$ cat config.mk
export PLATFORM = sky130hd
export DESIGN_NAME = serial_add_ctrl
export DESIGN_NICKNAME = d
export VERILOG_FILES = /design/src/rtl/serial_add_ctrl.sv
export SDC_FILE = /design/constraint.sdc
export NUM_CORES = 1
export LEC_CHECK = 0
export BUFFER_PORTS_ARGS = -buffer_cell sky130_fd_sc_hd__buf_4
export CAP_MARGIN = 40
export CORE_MARGIN = 2
export CORE_UTILIZATION = 45
export CTS_CLUSTER_SIZE = 25
export DETAILED_ROUTE_END_ITERATION = 8
export PLACE_DENSITY = 0.78
export SLEW_MARGIN = 20
export SYNTH_ARGS = -nofsm -noshare
export SYNTH_HDL_FRONTEND = slang
export SYNTH_SLANG_ARGS = --single-unit
$ cat constraint.sdc
create_clock -name clk -period 1.6 [get_ports clk]
set_clock_uncertainty 0.15 [all_clocks]
set_input_delay 0.24 -clock clk [delete_from_list [all_inputs] [get_ports clk]]
set_output_delay 0.24 -clock clk [all_outputs]
set_load 0.1 [all_outputs]
$ cat src/rtl/serial_add_ctrl.sv
// serial_add_ctrl: bit-serial adder controller.
// A single 1-bit full-add slice (two half adders plus an OR) is stepped
// across WIDTH cycles, LSB first, to add two WIDTH-bit unsigned operands.
//
// Ports:
//   clk    - system clock, rising-edge
//   rst    - asynchronous active-high reset
//   start  - request pulse, sampled only in IDLE
//   A, B   - operands, captured on an accepted start
//   sub    - (SERIAL_SUB_EN only) 1 = compute A-B, captured with A/B
//   S      - sum, loaded on the last RUN edge, held until the next result
//   Cout   - carry out of the MSB (for subtract: 1 = no borrow)
//   busy   - high while in RUN
//   done   - one-cycle pulse in DONE
//
// Optional feature macro: SERIAL_SUB_EN (adds the sub port).
module serial_add_ctrl #(
  parameter int WIDTH = 8,
  parameter int CNT_W = 5
) (
  input  logic             clk,
  input  logic             rst,
  input  logic             start,
  input  logic [WIDTH-1:0] A,
  input  logic [WIDTH-1:0] B,
`ifdef SERIAL_SUB_EN
  input  logic             sub,
`endif
  output logic [WIDTH-1:0] S,
  output logic             Cout,
  output logic             busy,
  output logic             done
);

  typedef enum logic [1:0] {IDLE, RUN, DONE} state_t;

  localparam logic [CNT_W-1:0] LAST = CNT_W'(WIDTH - 1);

  state_t           state, state_nx;
  logic [WIDTH-1:0] areg;
  logic [WIDTH-1:0] breg;
  logic             carry;
  logic [CNT_W-1:0] cnt;
  logic             sub_i;
  logic             h1s, h1c, h2c, sbit, cnx;
  logic             last;

`ifdef SERIAL_SUB_EN
  always_comb sub_i = sub;
`else
  always_comb sub_i = 1'b0;
`endif

  // Full-add slice built from two half adders and an OR.
  always_comb begin
    h1s  = areg[0] ^ breg[0];
    h1c  = areg[0] & breg[0];
    sbit = h1s ^ carry;
    h2c  = h1s & carry;
    cnx  = h1c | h2c;
    last = (cnt == LAST);
  end

  always_comb begin
    state_nx = state;
    busy     = 1'b0;
    done     = 1'b0;
    case (state)
      IDLE: if (start) state_nx = RUN;
      RUN: begin
        busy = 1'b1;
        if (last) state_nx = DONE;
      end
      DONE: begin
        done     = 1'b1;
        state_nx = IDLE;
      end
      default: state_nx = IDLE;
    endcase
  end

  always_ff @(posedge clk or posedge rst) begin
    if (rst) state <= IDLE;
    else     state <= state_nx;
  end

  // The A shift register doubles as the sum accumulator: each consumed
  // operand bit frees the MSB slot that receives the new sum bit, so after
  // WIDTH shifts it holds the full sum. S is loaded with that shifted value
  // on the final RUN edge so it only changes once per operation.
  always_ff @(posedge clk or posedge rst) begin
    if (rst) begin
      areg  <= '0;
      breg  <= '0;
      carry <= 1'b0;
      cnt   <= '0;
      S     <= '0;
      Cout  <= 1'b0;
    end else begin
      case (state)
        IDLE: if (start) begin
          areg  <= A;
          breg  <= sub_i ? ~B : B;
          carry <= sub_i;
          cnt   <= '0;
        end
        RUN: begin
          areg  <= {sbit, areg[WIDTH-1:1]};
          breg  <= {1'b0, breg[WIDTH-1:1]};
          carry <= cnx;
          cnt   <= cnt + CNT_W'(1);
          if (last) begin
            S    <= {sbit, areg[WIDTH-1:1]};
            Cout <= cnx;
          end
        end
        default: ;
      endcase
    end
  end

endmodule

# == Word level (Yosys, flattened, before mapping) ==
# Index checks and enable logic that the tools add are counted.
# totals
ff_bits,33
output_inout_bits,11
in_bits,19
# op_classes
n_mux,13
n_addsub,1
n_reduce_logical,5
eq_ne,5
n_bitwise,5
# ops
operator,count
8-bit one-hot mux with 2 select lines,2
8-bit two-way mux,2
5-bit one-hot mux with 2 select lines,1
2-bit AND reduction,3
5-bit by 1-bit adder with 5-bit output (second input constant),1
5-bit by 3-bit == test with 1-bit output (second input constant),1
5-bit two-way mux,1
2-bit two-way mux,2
2-bit != test (second input constant),2
2-bit one-hot mux with 2 select lines,1
1-bit two-way mux,3
1-bit bitwise AND,2
2-bit by 1-bit == test with 1-bit output (second input constant),1
2-bit == test (second input constant),1
2-bit logical NOT,1
1-bit one-hot mux with 2 select lines,1
2-bit nonzero test,1
1-bit XOR,2
1-bit OR,1

# == Depth between registers and ports, before layout ==
# Gate-level depths: netlist of the first run.
# depth
ltp_word,4
mapped_depth,5
ltp_nobuf,4

# == Least setup slack after synthesis of the first run ==
# No wires, ideal clock.
# synth_timing
path_type,register to output
from,register state[0]
to,output done
arrival_ns,2.081
n_path_buf,2
stages_incl_launch_ff,4
t_required_ns,1.210
path_slack_ns,-0.871
cell_sequence,dfrtp_1 buf_2 buf_4 nor2b_1
# synth_via
elab_chain_cells,2
# synth_rtl
element,line,source
from (decl),39,"state_t state, state_nx;"
from (signal assigned),84,else state <= state_nx;
2-bit == test,68,case (state)
1-bit two-way mux,68,
to (decl),32,output logic done
# Every way passes these cells.

# == Worst setup path in the final report of the first run ==
# Same ends and word-level chain as after synthesis.

==> flow_summary.json, run 1 <==
{
  "nets": 195,
  "fin_util": 0.6057,
  "grt_usage": 0.1812,
  "power.density_mw_per_mm2": 2242,
  "dp_hpwl_um": 2304,
  "fmax_mhz": 620.8,
  "synth_top_area_share": 0.5459,
  "htree_num_levels": 2,
  "worst_ep_required_time_ps": 1210,
  "cts_root_buf": "clkbuf_4",
  "seqPwrFrac": 0.336,
  "fin_crit_ps": 1611,
  "port_buffers": 29,
  "insertion_delay_ps": 330,
  "tritoncts": "yes",
  "grt_pass1_vias": 1116,
  "peakVddDrop_mv": 0.9569,
  "hold_class": "in2reg",
  "critPathMaxFanout": 3,
  "yosys.area.top_type": "dfrtp_1",
  "r2r_end": "S[7]",
  "setup-violations-final": 1,
  "synth_top_flop_cell": "dfrtp_1",
  "antenna_left": 0,
  "fillCellCount": 277,
  "cp.arrival_ps": 1220,
  "critPathKind": "reg2out",
  "wl_per_cell_um": 14.81,
  "rows": 21,
  "yosys_warnings": 0,
  "antenna_cells": 0,
  "ys_top_cells_by_count": "dfrtp_1, o21ai_0, nand2_1, a22oi_1, mux2_4",
  "place_area_mm2": 0.001834,
  "holdPathEnd": "breg[7]",
  "ys_seq_elements": 33,
  "worst_slack_ps": -10.79,
  "chipWidth_um": 61.98,
  "drt_pass1_iterations": 4,
  "wirelength_um": 3272,
  "start_kind": "flip-flop",
  "path_clk_slew_ps": 100,
  "grt_first_pass_wirelength_um": 5016,
  "antenna_found_initial": 0,
  "clock_power_share": 0.100,
  "power_frac_comb": 0.564,
  "synth_edf_count": 0,
  "rsz0062_at_grt": "yes",
  "worst_pin_slew_ps": 403.4,
  "netlist_instances": 127,
  "cap_viol_max_count": 0,
  "final_cell_area_mm2": 0.001989,
  "drc": 0,
  "dieArea_mm2": 0.003842,
  "maxSlewViolCount": 0,
  "yosys-top-cells-area": "dfrtp_1, mux2_4, a22oi_1",
  "async_reset_ff_frac": 1.000,
  "r2r_cells": 4,
  "p_switching_mw": 2.144,
  "vias": 1140,
  "holdPathStages": 3,
  "p_int_mw": 2.317,
  "post-place-ws_ps": 9.235,
  "reg2reg_slack_ps": 40,
  "io_pins": 30,
  "ys_seq_area_frac": 0.5459,
  "cts_buffers": 5,
  "hold_viol": 0,
  "fin_tns_setup_ps": -10.79,
  "status": "finished with violations",
  "slew_headroom": 0.7311,
  "power_mw": 4.461,
  "post-route-period-util": 1.007,
  "die_y_um": 61.98,
  "initial_utilization": 0.4606,
  "clock_path_buffers": 2,
  "grt_max_degree": 34,
  "switching_share": 0.4806,
  "area_growth_pct": 31.51,
  "drtIter0Drc": 63,
  "syn_nets": 148,
  "leakagePower_nw": 0.9685,
  "postSynthAreaPerCell_um2": 11.91,
  "violations": "negative setup slack",
  "viasPerCell": 5.158,
  "synthDistinctLibCells": 26,
  "endpoint_kind": "primary output",
  "drive_above_1_share": 0.4114,
  "grt_overflow_total": 0,
  "core_mm2": 0.003284,
  "syn_area_mm2": 0.001513,
  "cts_sinks": 33,
  "synth_most_common_cell": "dfrtp_1",
  "r2r-start": "cnt[1]",
  "min_from": "B[7]",
  "place.gp.congestion": 0.7653
}
## metrics by stage
stage,hold WS (ps),cells
after floorplan,218.9,127
after global placement,202.9,206
after detailed placement,208.4,206
after CTS,14.90,218
after global routing,33.62,221
final,15.86,221
## worst max path at each step
| stage | startpoint | to | cells after the start |
|---|---|---|---|
| 2_1_floorplan | state[0] | done | 3 |
| 3_3_place_gp | cnt[0] | S[4] | 4 |
| 3_5_place_dp | cnt[0] | S[1] | 4 |
| 4_1_cts | state[0] | done | 3 |
| 5_1_grt | state[0] | done | 3 |
| 6_report | state[0] | done | 3 |
## placed cells by master, fill, tap and decap left out, types with 2 or more instances in the layout
master	n
buf_4	40
dfrtp_1	32
nand2_1	17
o21ai_0	17
a22oi_1	13
mux2_4	9
clkbuf_4	5
a21oi_1	4
inv_1	3
nor2b_1	3
and3b_1	2
nand4_1	2
mux2i_1	2
a22o_1	2
clkinv_2	2
buf_12	2
buf_6	2
## what timing repair did
item,4_1_cts,5_1_grt
setup buffers,3,2
gates resized for setup,9,6
cloned,0,1
pin swaps,0,1
endpoints found under the setup margin,4,17
endpoints found under the hold margin,33,0
hold buffers,1,0
## cell type report
class	instances	area (um2)	area share
clock buffers	6	41.29	0.02075
inverters	4	22.52	0.01132
multi-input cells	84	653.1	0.3283
flip-flops and latches	33	827.0	0.4157
repair buffers	46	377.9	0.1899
clock inverters	2	10.01	0.005031
well taps	46	57.56	0.02893
## per-layer routing
layer | track usage | wire, um | vias to the layer above
met5 | 0 | 0 | -
met4 | 0.06687 | 22 | 0
met3 | 0.04969 | 133 | 2
met2 | 0.2917 | 1634 | 30
met1 | 0.2332 | 1482 | 563
li1 | - | - | 545
## registers in the layout, indices dropped and copies added (netlist names)
| signal | count |
|---|---|
| state | 2 |
| Cout | 1 |
| carry | 1 |
| areg | 8 |
| S | 8 |
| breg | 8 |
| cnt | 5 |
## cell families (layout without fill, tap and decap cells)
family,count (synthesis),after routing,share of synthesized area
compound gates,39,39,0.1629
flops,33,33,0.5459
simple gates,31,31,0.1208
mux,12,12,0.1100
buf+inv,10,58,0.03887
fa+ha+maj,2,2,0.02150
## critical path: stages (launching register included)
cell and delay [ps]:
dfrtp_2 460, buf_6 140, nor2b_4 120, buf_12 180
## power by group through the flow
stage	Sequential [mW]	Combinational (mW)	Clock, mW
floorplan	2.24	1.05	0
global placement	1.48	2.26	0
detailed placement	1.52	2.33	0
CTS	1.50	2.46	0.448
global route	1.55	2.68	0.484
finish	1.50	2.51	0.445
Note: power is estimated with default switching activity, not from simulation.
==> inputs of run 2 (changes only) <==
Settings changed: CORE_ASPECT_RATIO from default to 0.7, PLACE_DENSITY 0.78 to 0.75.
Clock period 1.6 ns to 1.7 ns, I/O delays scaled along.
==> run 2 against run 1 <==
The flow now finishes without violations. Hold slack better by 78 ps. First-iteration DRC count grew 38%. Setup slack gained 70 ps. Register-to-register slack better by 80 ps. Count of clock-buffer cells in the layout increased by 1. Global-route usage up 1.3 points. Die area rose by 0.19%. Sequential cell count unchanged. Routed wire length shrank 5.0%. Critical path depth stayed put. Non-clock buffer count shrank 9. Sequential share of layout area rose by 0.85 points. Critical path type unchanged. Highest routed layer unchanged.
==> flow_summary.json, run 2 (synthesized netlist as in run 1, its figures left out) <==
{
  "post-place-ws_ps": 115.5,
  "cts_buffers": 5,
  "hold_class": "in2reg",
  "post-route-period-util": 0.9652,
  "start_kind": "flip-flop",
  "final_cell_area_mm2": 0.001949,
  "io_pins": 30,
  "grt_overflow_total": 0,
  "endpoint_kind": "primary output",
  "fmax_mhz": 609.5,
  "chipWidth_um": 73.30,
  "place_area_mm2": 0.001802,
  "slew_headroom": 0.5084,
  "area_growth_pct": 28.87,
  "worst_pin_slew_ps": 736.8,
  "final_cells": 204,
  "core_mm2": 0.003191,
  "drc": 0,
  "dp_hpwl_um": 2195,
  "tritoncts": "yes",
  "wl_met3_um": 195,
  "path_clk_slew_ps": 60,
  "cp.arrival_ps": 1240,
  "worst_ep_required_time_ps": 1290,
  "hold_viol": 0,
  "routed.top_layer": "met4",
  "fillCellCount": 265,
  "maxSlewViolCount": 0,
  "fin_crit_ps": 1641,
  "die_y_um": 52.51,
  "viasPerCell": 5.672,
  "wirelength_um": 3108,
  "power_frac_comb": 0.501,
  "leakagePower_nw": 0.9466,
  "fin_tns_setup_ps": 0,
  "p_switching_mw": 1.966,
  "seqPwrFrac": 0.324,
  "drive_above_1_share": 0.3675,
  "worst_slack_ps": 59.22,
  "grt_first_pass_wirelength_um": 5464,
  "vias": 1157,
  "drtIter0Drc": 87,
  "clock_power_share": 0.175,
  "wl_met2_um": 1415,
  "grt_pass1_vias": 1156,
  "setup-violations-final": 0,
  "power_mw": 4.340,
  "cts_sinks": 33,
  "nets": 186,
  "drt_pass1_iterations": 4,
  "htree_num_levels": 2,
  "grt_max_degree": 34,
  "critPathMaxFanout": 8,
  "dp.cells": 195,
  "cts_root_buf": "clkbuf_8",
  "rsz0062_at_grt": "no",
  "antenna_found_initial": 0,
  "final_common_cell": "buf_4",
  "status": "completed",
  "clock_path_buffers": 2,
  "rows": 17,
  "cap_viol_max_count": 0,
  "peakVddDrop_mv": 1.052,
  "switching_share": 0.4530,
  "initial_utilization": 0.4741,
  "power.density_mw_per_mm2": 2227,
  "p_int_mw": 2.374,
  "dieArea_mm2": 0.003849,
  "antenna_cells": 0,
  "insertion_delay_ps": 280,
  "wl_per_cell_um": 15.24,
  "layout_common_cells": "buf_4, dfrtp_1, o21ai_0, nand2_1, a22oi_1",
  "wl_met1_um": 1452,
  "grt_usage": 0.1942,
  "critPathKind": "reg2out",
  "top_regs": "S: 8 flops, areg: 8 flops, breg: 8 flops",
  "port_buffers": 29,
  "antenna_left": 0,
  "place.gp.congestion": 0.7238
}
run 2: cell types whose count changed in the layout (fill, tap and decap cells not counted), moves of 2 or more:
| cell | previous run | this run |
|---|---|---|
| buf_4 | 40 | 34 |
| clkbuf_8 | 0 | 6 |
| clkbuf_4 | 5 | 0 |
| buf_6 | 2 | 0 |
| clkinv_2 | 2 | 0 |
run 2: what timing repair did:
| item | in CTS | in global routing |
|---|---|---|
| pin swaps | 0 | 0 |
| setup buffers | 0 | 0 |
| endpoints found under the setup margin | 2 | 2 |
| hold buffers | 1 | 0 |
| hold endpoints to repair | 33 | 0 |
| gates resized for setup | 3 | 3 |
run 2: worst paths after layout:
kind / depth (start not counted) / to / slack [ps] / startpoint
min: 3 / breg[7] / 90 / B[7]
max: 3 / busy / 60 / state[1]
min in group asynchronous: 4 / S[1] / 470 / rst
max reg2reg: 4 / S[0] / 120 / cnt[0]
max in group asynchronous: 4 / state[0] / 590 / rst
min reg2reg: 1 / cnt[4] / 330 / cnt[4]
run 2: layout make-up:
class | count | area, um2 | share of cell area
sequential | 33 | 827.0 | 0.4243
clock inverter | 1 | 30.03 | 0.01540
inverter | 4 | 22.52 | 0.01155
tap | 38 | 47.55 | 0.02439
multi-input combinational | 84 | 635.6 | 0.3261
timing repair buffer | 37 | 300.3 | 0.1540
clock buffer | 7 | 86.33 | 0.04429
run 2: power groups by stage:
stage                     Clock (mW)  Combinational, mW  Sequential [mW]
after floorplan                    0              0.967             2.11
after global placement             0               2.09             1.40
after detailed placement           0               2.14             1.42
after CTS                      0.771               2.17             1.41
after global routing           0.817               2.33             1.47
final                          0.758               2.17             1.41
run 2: worst max-delay path, stage by stage, from the launching register on:
cell and delay (ps):
dfrtp_1 410, nand2b_2 250, inv_8 120, buf_12 180
run 2: per-stage QoR:
step | utilization | hold WS [ps]
2_1_floorplan | - | 233.9
3_3_place_gp | 0.5647 | 215.5
3_5_place_dp | 0.5647 | 225.5
4_1_cts | 0.6078 | 82.62
5_1_grt | 0.6110 | 105.2
6_report | 0.6110 | 94.00
run 2: layer usage:
| layer | vias to the layer above | GRT usage |
|---|---|---|
| met5 | - | 0 |
| li1 | 531 | - |
| met2 | 41 | 0.2823 |
| met1 | 578 | 0.2736 |
| met4 | 0 | 0.06364 |
| met3 | 7 | 0.06346 |
